<file path="config.mk">
export PLATFORM = sky130hd
export DESIGN_NAME = sprite_draw
export DESIGN_NICKNAME = d
export VERILOG_FILES = /design/src/rtl/sprite_draw.sv
export SDC_FILE = /design/constraint.sdc
export NUM_CORES = 1
export LEC_CHECK = 0
export CORE_UTILIZATION = 50
export CTS_CLUSTER_DIAMETER = 60
export CTS_CLUSTER_SIZE = 8
export DETAILED_ROUTE_END_ITERATION = 8
export GPL_ROUTABILITY_DRIVEN = 0
export PLACE_DENSITY = 0.81
export SLEW_MARGIN = 20
export SYNTH_ARGS = -nofsm -noshare
export SYNTH_HDL_FRONTEND = slang
export SYNTH_SLANG_ARGS = --single-unit
</file>
<file path="constraint.sdc">
create_clock -name clk -period 2.7 [get_ports clk]
set_clock_uncertainty 0.2 [all_clocks]
set_input_delay 0.54 -clock clk [delete_from_list [all_inputs] [get_ports clk]]
set_output_delay 0.54 -clock clk [all_outputs]
set_load 0.1 [all_outputs]
</file>
<file path="src/rtl/sprite_draw.sv">
// rtl/sprite_draw.sv - XOR sprite blitter for a 128x64 monochrome framebuffer
module sprite_draw (
  input  logic        clk,
  input  logic        reset,
  input  logic        start,
  input  logic [6:0]  x,
  input  logic [5:0]  y,
  input  logic [3:0]  n,
  input  logic [11:0] i_addr,
  output logic        busy,
  output logic        done,
  output logic        collision,
  output logic [11:0] mem_addr,
  output logic        mem_rd,
  input  logic [7:0]  mem_data,
  output logic        fbuf_en,
  output logic        fbuf_write,
  output logic [8:0]  fbuf_addr,
  output logic [15:0] fbuf_in,
  input  logic [15:0] fbuf_out
);

  localparam logic [2:0] S_IDLE  = 3'd0;
  localparam logic [2:0] S_FETCH = 3'd1;
  localparam logic [2:0] S_LATCH = 3'd2;
  localparam logic [2:0] S_RD0   = 3'd3;
  localparam logic [2:0] S_WR0   = 3'd4;
  localparam logic [2:0] S_RD1   = 3'd5;
  localparam logic [2:0] S_WR1   = 3'd6;
  localparam logic [2:0] S_DONE  = 3'd7;

  logic [2:0]  r_state;
  logic [6:0]  r_x;
  logic [5:0]  r_y;
  logic [3:0]  r_n;
  logic [11:0] r_base;
  logic [3:0]  r_row;
  logic [15:0] r_mask0;
  logic [15:0] r_mask1;
  logic        r_collision;

  logic [31:0] w_mask32;
  logic        w_wide;
  logic [5:0]  w_line;
  logic [2:0]  w_col0;
  logic [2:0]  w_col1;
  logic [3:0]  w_row_inc;
  logic        w_last_row;
  logic [15:0] w_mask_cur;

  assign w_mask32   = {mem_data, 24'b0} >> r_x[3:0];
  // A shift beyond 8 can spill sprite bits into the next word, so the row
  // always takes the second read/write pair in that case, even for a blank byte.
  assign w_wide     = (r_x[3:0] > 4'd8);
  assign w_line     = r_y + {2'b00, r_row};
  assign w_col0     = r_x[6:4];
  assign w_col1     = r_x[6:4] + 3'd1;
  assign w_row_inc  = r_row + 4'd1;
  assign w_last_row = (w_row_inc == r_n);
  assign w_mask_cur = (r_state == S_WR1) ? r_mask1 : r_mask0;

  // Draw sequencer: one sprite row per FETCH..WR pass, XOR into framebuffer
  always_ff @(posedge clk or posedge reset) begin
    if (reset) begin
      r_state     <= S_IDLE;
      r_x         <= 7'd0;
      r_y         <= 6'd0;
      r_n         <= 4'd0;
      r_base      <= 12'd0;
      r_row       <= 4'd0;
      r_mask0     <= 16'd0;
      r_mask1     <= 16'd0;
      r_collision <= 1'b0;
    end else begin
      case (r_state)
        S_IDLE: begin
          if (start) begin
            r_x         <= x;
            r_y         <= y;
            r_n         <= n;
            r_base      <= i_addr;
            r_row       <= 4'd0;
            r_collision <= 1'b0;
            r_state     <= (n == 4'd0) ? S_DONE : S_FETCH;
          end
        end
        S_FETCH: r_state <= S_LATCH;
        S_LATCH: begin
          r_mask0 <= w_mask32[31:16];
          r_mask1 <= w_mask32[15:0];
          r_state <= S_RD0;
        end
        S_RD0: r_state <= S_WR0;
        S_WR0: begin
          if ((fbuf_out & r_mask0) != 16'd0) r_collision <= 1'b1;
          if (w_wide) begin
            r_state <= S_RD1;
          end else begin
            r_row   <= w_row_inc;
            r_state <= w_last_row ? S_DONE : S_FETCH;
          end
        end
        S_RD1: r_state <= S_WR1;
        S_WR1: begin
          if ((fbuf_out & r_mask1) != 16'd0) r_collision <= 1'b1;
          r_row   <= w_row_inc;
          r_state <= w_last_row ? S_DONE : S_FETCH;
        end
        S_DONE:  r_state <= S_IDLE;
        default: r_state <= S_IDLE;
      endcase
    end
  end

  // Memory and framebuffer strobes decoded from state; quiet outside access states
  always_comb begin
    mem_rd     = 1'b0;
    mem_addr   = 12'd0;
    fbuf_en    = 1'b0;
    fbuf_write = 1'b0;
    fbuf_addr  = 9'd0;
    fbuf_in    = 16'd0;
    case (r_state)
      S_FETCH: begin
        mem_rd   = 1'b1;
        mem_addr = r_base + {8'd0, r_row};
      end
      S_RD0: begin
        fbuf_en   = 1'b1;
        fbuf_addr = {w_line, w_col0};
      end
      S_WR0: begin
        fbuf_en    = 1'b1;
        fbuf_write = 1'b1;
        fbuf_addr  = {w_line, w_col0};
        fbuf_in    = fbuf_out ^ w_mask_cur;
      end
      S_RD1: begin
        fbuf_en   = 1'b1;
        fbuf_addr = {w_line, w_col1};
      end
      S_WR1: begin
        fbuf_en    = 1'b1;
        fbuf_write = 1'b1;
        fbuf_addr  = {w_line, w_col1};
        fbuf_in    = fbuf_out ^ w_mask_cur;
      end
      default: begin
        mem_rd = 1'b0;
      end
    endcase
  end

  assign busy      = (r_state != S_IDLE);
  assign done      = (r_state == S_DONE);
  assign collision = r_collision;

endmodule

</file>
==> results of run 1 <==
-- Yosys cell counts, types with 4 or more instances --
cell / count
nor2b_1: 16
a21oi_1: 15
xnor2_1: 17
o21ai_0: 27
ha_1: 10
nand2_1: 37
nor2_1: 51
xor2_1: 18
a221oi_1: 6
nand2b_1: 4
nand3_1: 10
dfrtp_1: 60
mux2_2: 28
inv_1: 13
a211oi_1: 4
buf_2: 7
clkbuf_1: 6
a22oi_1: 4
mux2i_1: 18
a22o_1: 8
-- worst reg2reg max path, delay by kind of cell (launching register included) --
family | cells | cell delay [ns]
AND/OR/NAND/NOR | 3 | 0.89
flip-flops | 1 | 0.47
buffers and inverters | 2 | 0.43
AO/OA/AOI/OAI | 2 | 0.27
-- routing by layer --
metal	vias up	GRT usage	routed length, um
met4	0	0.133	314
met3	34	0.0497	787
met5	-	0	0
met1	1756	0.348	4680
met2	176	0.458	5860
li1	1654	-	-
-- sequential cells by signal (all words and copies together), names as in the netlist --
| register | count |
|---|---|
| r_y | 6 |
| r_base | 12 |
| r_row | 4 |
| r_state | 3 |
| r_mask0 | 16 |
| r_x | 7 |
| r_n | 4 |
| collision | 1 |
| r_mask1 | 7 |
-- worst max path at each step --
stage	from	end	slack (ns)
6_report	r_row[1]	mem_addr[10]	-0.24
5_1_grt	r_row[0]	mem_addr[10]	-0.33
4_1_cts	r_row[0]	mem_addr[8]	-0.19
3_5_place_dp	r_row[1]	mem_addr[9]	-0.07
3_3_place_gp	r_row[1]	mem_addr[9]	0.11
2_1_floorplan	r_row[0]	fbuf_addr[4]	-0.41
-- cell families after synthesis --
kind of cell             after synthesis  synth area share
AND/OR/NAND/NOR                      140             0.169
flip-flops                            60             0.385
multiplexers                          49             0.144
XOR/XNOR                              35            0.0786
adder cells (fa/ha/maj)               13            0.0449
AO/OA/AOI/OAI                         81             0.134
buffers and inverters                 34            0.0436
-- cells in the final DEF, fill, tap and decap left out, types with 8 or more instances in the layout --
cell and instances:
nor2_4 11, a21oi_1 11, o21ai_0 21, mux2i_1 17
xnor2_1 13, inv_1 8, nor2_2 18, clkbuf_8 12
xor2_1 12, dfrtp_1 57, nand2_1 36, buf_4 20
nor2b_1 14, buf_12 44, mux2_2 28, a22o_1 8
nand3_1 8, clkdlybuf4s50_1 55, nor2_1 22
-- timing repair --
item,in CTS,in global routing
endpoints found under the setup margin,20,24
pin swaps,17,16
gates resized for setup,35,17
hold endpoints to repair,0,0
setup buffers,7,4
-- area by class of cell --
cell class                      count  area, um2
Multi-Input combinational cell    318       2720
Timing Repair Buffer              120       1590
Sequential cell                    60       1510
Fill cell                         392       1240
Clock buffer                       12        165
Tap cell                           99        124
Inverter                           14       56.3
Clock inverter                      2       10.0
-- through the flow --
stage	setup TNS, ns	cell area (um2)	utilization
after floorplan	-1.29	4100	-
after global placement	0	5610	0.758
after detailed placement	-0.186	5610	0.758
after CTS	-1.32	6040	0.816
after global routing	-2.51	6170	0.833
final	-1.71	6170	0.833
==> results by group, run 1 <==
Synthesis
  • Syn avg cell area: 9.47 um2
  • Share of flip-flops with an asynchronous set or reset: 1.00
  • Synthesized cell area: 0.00390 mm2
  • Post-synth top area share: 0.385
  • Largest cells by area after synthesis: dfrtp_1, mux2_2, nor2_1
  • Register area share after synthesis: 0.385
  • Synth Instances: 412
  • Post-synth EDFFs: 0
  • Syn Nets: 480
  • Synthesis-stage register bit count: 60
  • Ys flop type: dfrtp_1
  • Synth cell types: 50
  • Yosys warnings: 0
  • Area leader, netlist: dfrtp_1

Clock network
  • Worst-skew pair later-pin latency: 0.34 ns
  • # H-tree levels: 3
  • Hold buffers post-CTS: 0
  • Clock tree from TritonCTS: yes
  • CTS Sinks: 60
  • Total CTS buffers: 9
  • Clk Tree Root Cell: clkbuf_8
  • Clock Path Buffers: 2
  • Worst-path clk slew: 0.06 ns

Floorplanning
  • Initial Utilization: 0.527
  • Io pins: 99
  • Die Wd: roughly 90 um
  • Core area: 0.00741 mm2
  • Site Rows: 31
  • Die Height: around 90 um
  • Die area: 0.00816 mm2

Critical path
  • Worst-path maximum fanout: 4
  • Crit-path max cell delay: between 0.4 and 0.5 ns
  • Crit path buf inv count: 2
  • WP depth: 8
  • Reg-to-Reg End: r_row[3]
  • Critical R2R Launch: r_state[1]
  • Required @ worst endpoint: 1.96 ns
  • Crit Path Class: flop to output port
  • Slowest CP cell: dfrtp_2
  • CP Launch Type: flop
  • Crit-path cells: inv_2 -> fa_2 -> nor2b_4 -> o21ai_4 -> a21boi_2 -> xnor2_2 -> nor2_4 -> buf_12
  • Arr. time, crit path: 2.20 ns
  • R2R setup slack: 0.31 ns
  • R2R depth: 7
  • Crit path max-delay family: flip-flops
  • Worst setup EP type: output port

Outcome
  • Failing checks: negative setup slack
  • Status: finished, violations left

Global routing
  • Vias in the first global route: between 3000 and 4000
  • Antenna violations before repair: 0
  • Gr ovfl total: 0
  • First-pass GRT wire length: 17800 um
  • GRT Total Usage: 0.276
  • Largest net degree at the start of global routing: 61

Hold path
  • Worst Hold Endpoint: r_mask0[0]
  • Worst Hold Class: flop to flop
  • Hold path depth: 2
  • Hold Startpoint: r_mask0[0]

STA
  • Final setup violation count: 11
  • Worst-margin pin slew: ~0.58 ns
  • Max Slew Vio Count: 0
  • Tcrit/Tclk final: 1.09
  • Achievable frequency: 340 MHz
  • Tmin final: around 2.9 ns
  • RSZ-0062 raised after global routing: yes
  • Final Hold Fails: 0
  • Slew HR: 0.613
  • Worst Hold Slack: 0.301 ns
  • Final setup margin: -0.244 ns

Finish
  • Layout area overhead: 58.2%
  • Layout cell share with drive strength beyond 1: 0.367
  • Ant diodes: 0
  • Final std cells w/o fill: 625
  • Nets@finish: around 600

Detailed routing
  • Final ANT Viol Nets: 0
  • Routed len/inst: 18.6 um
  • Routed via count: 3620
  • DRC viols: 0
  • Iteration-0 DRC Markers: 269
  • Vias per cell: 5.79
  • WL final: 11600 um
  • Detailed Routing Iterations Pass 1: 5

Place
  • PortBufs: 98
  • Worst slack, placed: -0.0749 ns
  • HPWL Detailed: 7710 um
  • Placed cells: 600

Job
  • Maxcap violations: 0
Power of run 1 is not shown: default switching activity piles up to over one toggle a cycle in this logic, so the estimate is an artifact.
==> run 2, diff against run 1 <==
--- a/config.mk
+++ b/config.mk
@@ -10,6 +10,7 @@
 export CTS_CLUSTER_SIZE = 8
 export DETAILED_ROUTE_END_ITERATION = 8
 export GPL_ROUTABILITY_DRIVEN = 0
+export GPL_TIMING_DRIVEN = 0
 export PLACE_DENSITY = 0.81
 export SLEW_MARGIN = 20
 export SYNTH_ARGS = -nofsm -noshare
==> run 2 against run 1 <==
The flow still finishes with violations (negative setup slack). Routed wire length decreased by 0.15%. Via count rose by 1.8%. Clock-buffer cell count shrank 1. Worst hold slack got worse by 0.045 ns. Critical path depth up 1. Worst setup slack worse by 0.036 ns. Register-to-register slack gained 0.26 ns. Sequential share of layout area grew 1.1 points. Cell count increased by 2.1%. Highest routed layer unchanged.
==> results by group, run 2 (synthesized netlist as in run 1, its figures left out) <==
Place
  • PortBufs: 98 (unchanged)
  • HPWL Detailed: 7900 um (was 7710 um)

Critical path
  • Required @ worst endpoint: 1.96 ns (about the same)
  • Worst setup EP type: output port (unchanged)
  • Slowest CP cell: dfrtp_2 (unchanged)
  • Crit-path max cell delay: 0.42 ns (was 0.46 ns)
  • Crit-path cells: ha_4 -> inv_2 -> fa_2 -> nor2b_4 -> o21ai_4 -> a21boi_2 -> xnor2_1 -> nor2_4 -> buf_12 (was inv_2 -> fa_2 -> nor2b_4 -> o21ai_4 -> a21boi_2 -> xnor2_2 -> nor2_4 -> buf_12)
  • Arr. time, crit path: 2.24 ns (was 2.20 ns)
  • Worst-path maximum fanout: 4 (unchanged)
  • CP Launch Type: flop (unchanged)
  • Crit path buf inv count: 2 (unchanged)
  • Crit path max-delay family: adder cells (was flip-flops)
  • Crit Path Class: flop to output port (unchanged)

Global routing
  • GRT Total Usage: 0.291 (was 0.276)
  • Gr ovfl total: 0 (unchanged)
  • Vias in the first global route: 3690 (was 3663)
  • Largest net degree at the start of global routing: 51 (was 61)
  • First-pass GRT wire length: 18500 um (was 17800 um)
  • Antenna violations before repair: 0 (unchanged)

Detailed routing
  • Routed len/inst: 18.2 um (was 18.6 um)
  • Vias per cell: 5.77 (was 5.79)
  • Final ANT Viol Nets: 0 (unchanged)
  • DRC viols: 0 (unchanged)
  • Routed via count: 3684 (was 3620)
  • WL final: 11600 um (about the same)
  • Iteration-0 DRC Markers: 266 (was 269)
  • Detailed Routing Iterations Pass 1: 5 (unchanged)

Finish
  • Layout cell share with drive strength beyond 1: 0.375 (was 0.367)
  • FILL cells: 452 (was 392)
  • Top Registers: r_mask0 (16), r_base (12) (unchanged)
  • Largest register by flop count: r_mask0 (unchanged)
  • Sequential Area: 0.00151 mm2 (about the same)
  • Most frequent cells in the layout: clkdlybuf4s50_1, dfrtp_1, nand2_1 (was dfrtp_1, clkdlybuf4s50_1, buf_12)
  • Area of the multi-input gates: 0.00264 mm2 (was 0.00272 mm2)
  • Layout area overhead: 51.5% (was 58.2%)
  • Nets@finish: 603 (was 591)
  • Max reg flops: 16 (unchanged)
  • Ant diodes: 0 (unchanged)
  • Commonest non-fill, non-tap cell in the layout: clkdlybuf4s50_1 (was dfrtp_1)

Floorplanning
  • Io pins: 99 (unchanged)
  • Die area: 0.00816 mm2 (unchanged)
  • Die Wd: 90.3 um (unchanged)
  • Site Rows: 31 (unchanged)
  • Die Height: 90.3 um (unchanged)
  • Initial Utilization: 0.527 (unchanged)
  • Core area: 0.00741 mm2 (unchanged)

STA
  • Tcrit/Tclk final: 1.10 (was 1.09)
  • Achievable frequency: 336 MHz (was 340 MHz)
  • Tmin final: 2.98 ns (was 2.94 ns)
  • Final setup violation count: 11 (unchanged)
  • Final Hold Fails: 0 (unchanged)
  • Final setup margin: -0.279 ns (was -0.244 ns)
  • Max Slew Vio Count: 0 (unchanged)
  • Slew HR: 0.355 (was 0.613)
  • Worst-margin pin slew: 0.964 ns (was 0.580 ns)
  • RSZ-0062 raised after global routing: yes (unchanged)
  • Setup_tns: -1.88 ns (was -1.71 ns)

Outcome
  • Status: finished, violations left (unchanged)
  • Failing checks: negative setup slack (unchanged)

Clock network
  • CTS Sinks: 60 (unchanged)
  • Clock Path Buffers: 2 (unchanged)
  • # H-tree levels: 3 (unchanged)
  • Clk Tree Root Cell: clkbuf_8 (unchanged)
  • Clock tree from TritonCTS: yes (unchanged)
  • Worst-path clk slew: 0.07 ns (was 0.06 ns)
  • Worst-skew pair later-pin latency: 0.35 ns (was 0.34 ns)
  • Total CTS buffers: 9 (unchanged)

Job
  • Maxcap violations: 0 (unchanged)

Hold path
  • Worst Hold Class: primary input to async pin (was flop to flop)
## run 2: area by class of cell
type                       instances  area share
multi-input combinational        318       0.447
buffer                            20      0.0292
inverter                          14     0.00995
tap                               99      0.0210
sequential                        60       0.255
timing repair buffer             112       0.206
clock inverter                     4     0.00847
clock buffer                      11      0.0239
## run 2: worst reg2reg max path: stages (launching register included)
cell and delay (ns):
dfrtp_1 0.36, buf_4 0.16, o31ai_1 0.47, o21ai_1 0.26
nor2b_1 0.23, o21ai_0 0.18, o21ai_0 0.13
## run 2: what timing repair did
item                                    4_1_cts  5_1_grt
setup buffers                                 7        6
gates resized for setup                     327       33
hold endpoints to repair                      0        0
endpoints found under the setup margin       42       37
hold buffers                                  0        0
pin swaps                                    12       15
## run 2: final timing paths
path	start	to	slack, ns	cells past startpoint
worst max-delay path	r_row[0]	mem_addr[10]	-0.28	9
worst min-delay path	reset	r_mask0[3]	0.26	2
worst max register to register	r_x[0]	r_row[2]	0.57	6
worst min register to register	r_mask0[15]	r_mask0[15]	0.30	2
max in group asynchronous	reset	r_row[1]	1.55	3
min in group clk	r_mask0[15]	r_mask0[15]	0.30	2
## run 2: per-layer routing
metal | part of all wire | global-route usage | vias to the layer above | routed length (um)
li1 | - | - | 1696 | -
met1 | 0.43 | 0.386 | 1779 | 5040
met2 | 0.48 | 0.471 | 176 | 5630
met3 | 0.057 | 0.0513 | 33 | 659
met4 | 0.025 | 0.121 | 0 | 285
met5 | 0 | 0 | - | 0
## run 2: stage by stage
step / hold slack, ns / setup WS, ns / area [um2] / instances / utilization
floorplan: 0.260 / -0.411 / 4100 / 412 / -
global placement: 0.285 / -0.983 / 5210 / 609 / 0.703
detailed placement: 0.278 / -1.06 / 5240 / 610 / 0.707
CTS: 0.252 / -0.205 / 5760 / 632 / 0.777
global route: 0.265 / -0.340 / 5910 / 638 / 0.798
finish: 0.256 / -0.279 / 5910 / 638 / 0.798
Power of run 2 is left out for the same reason.
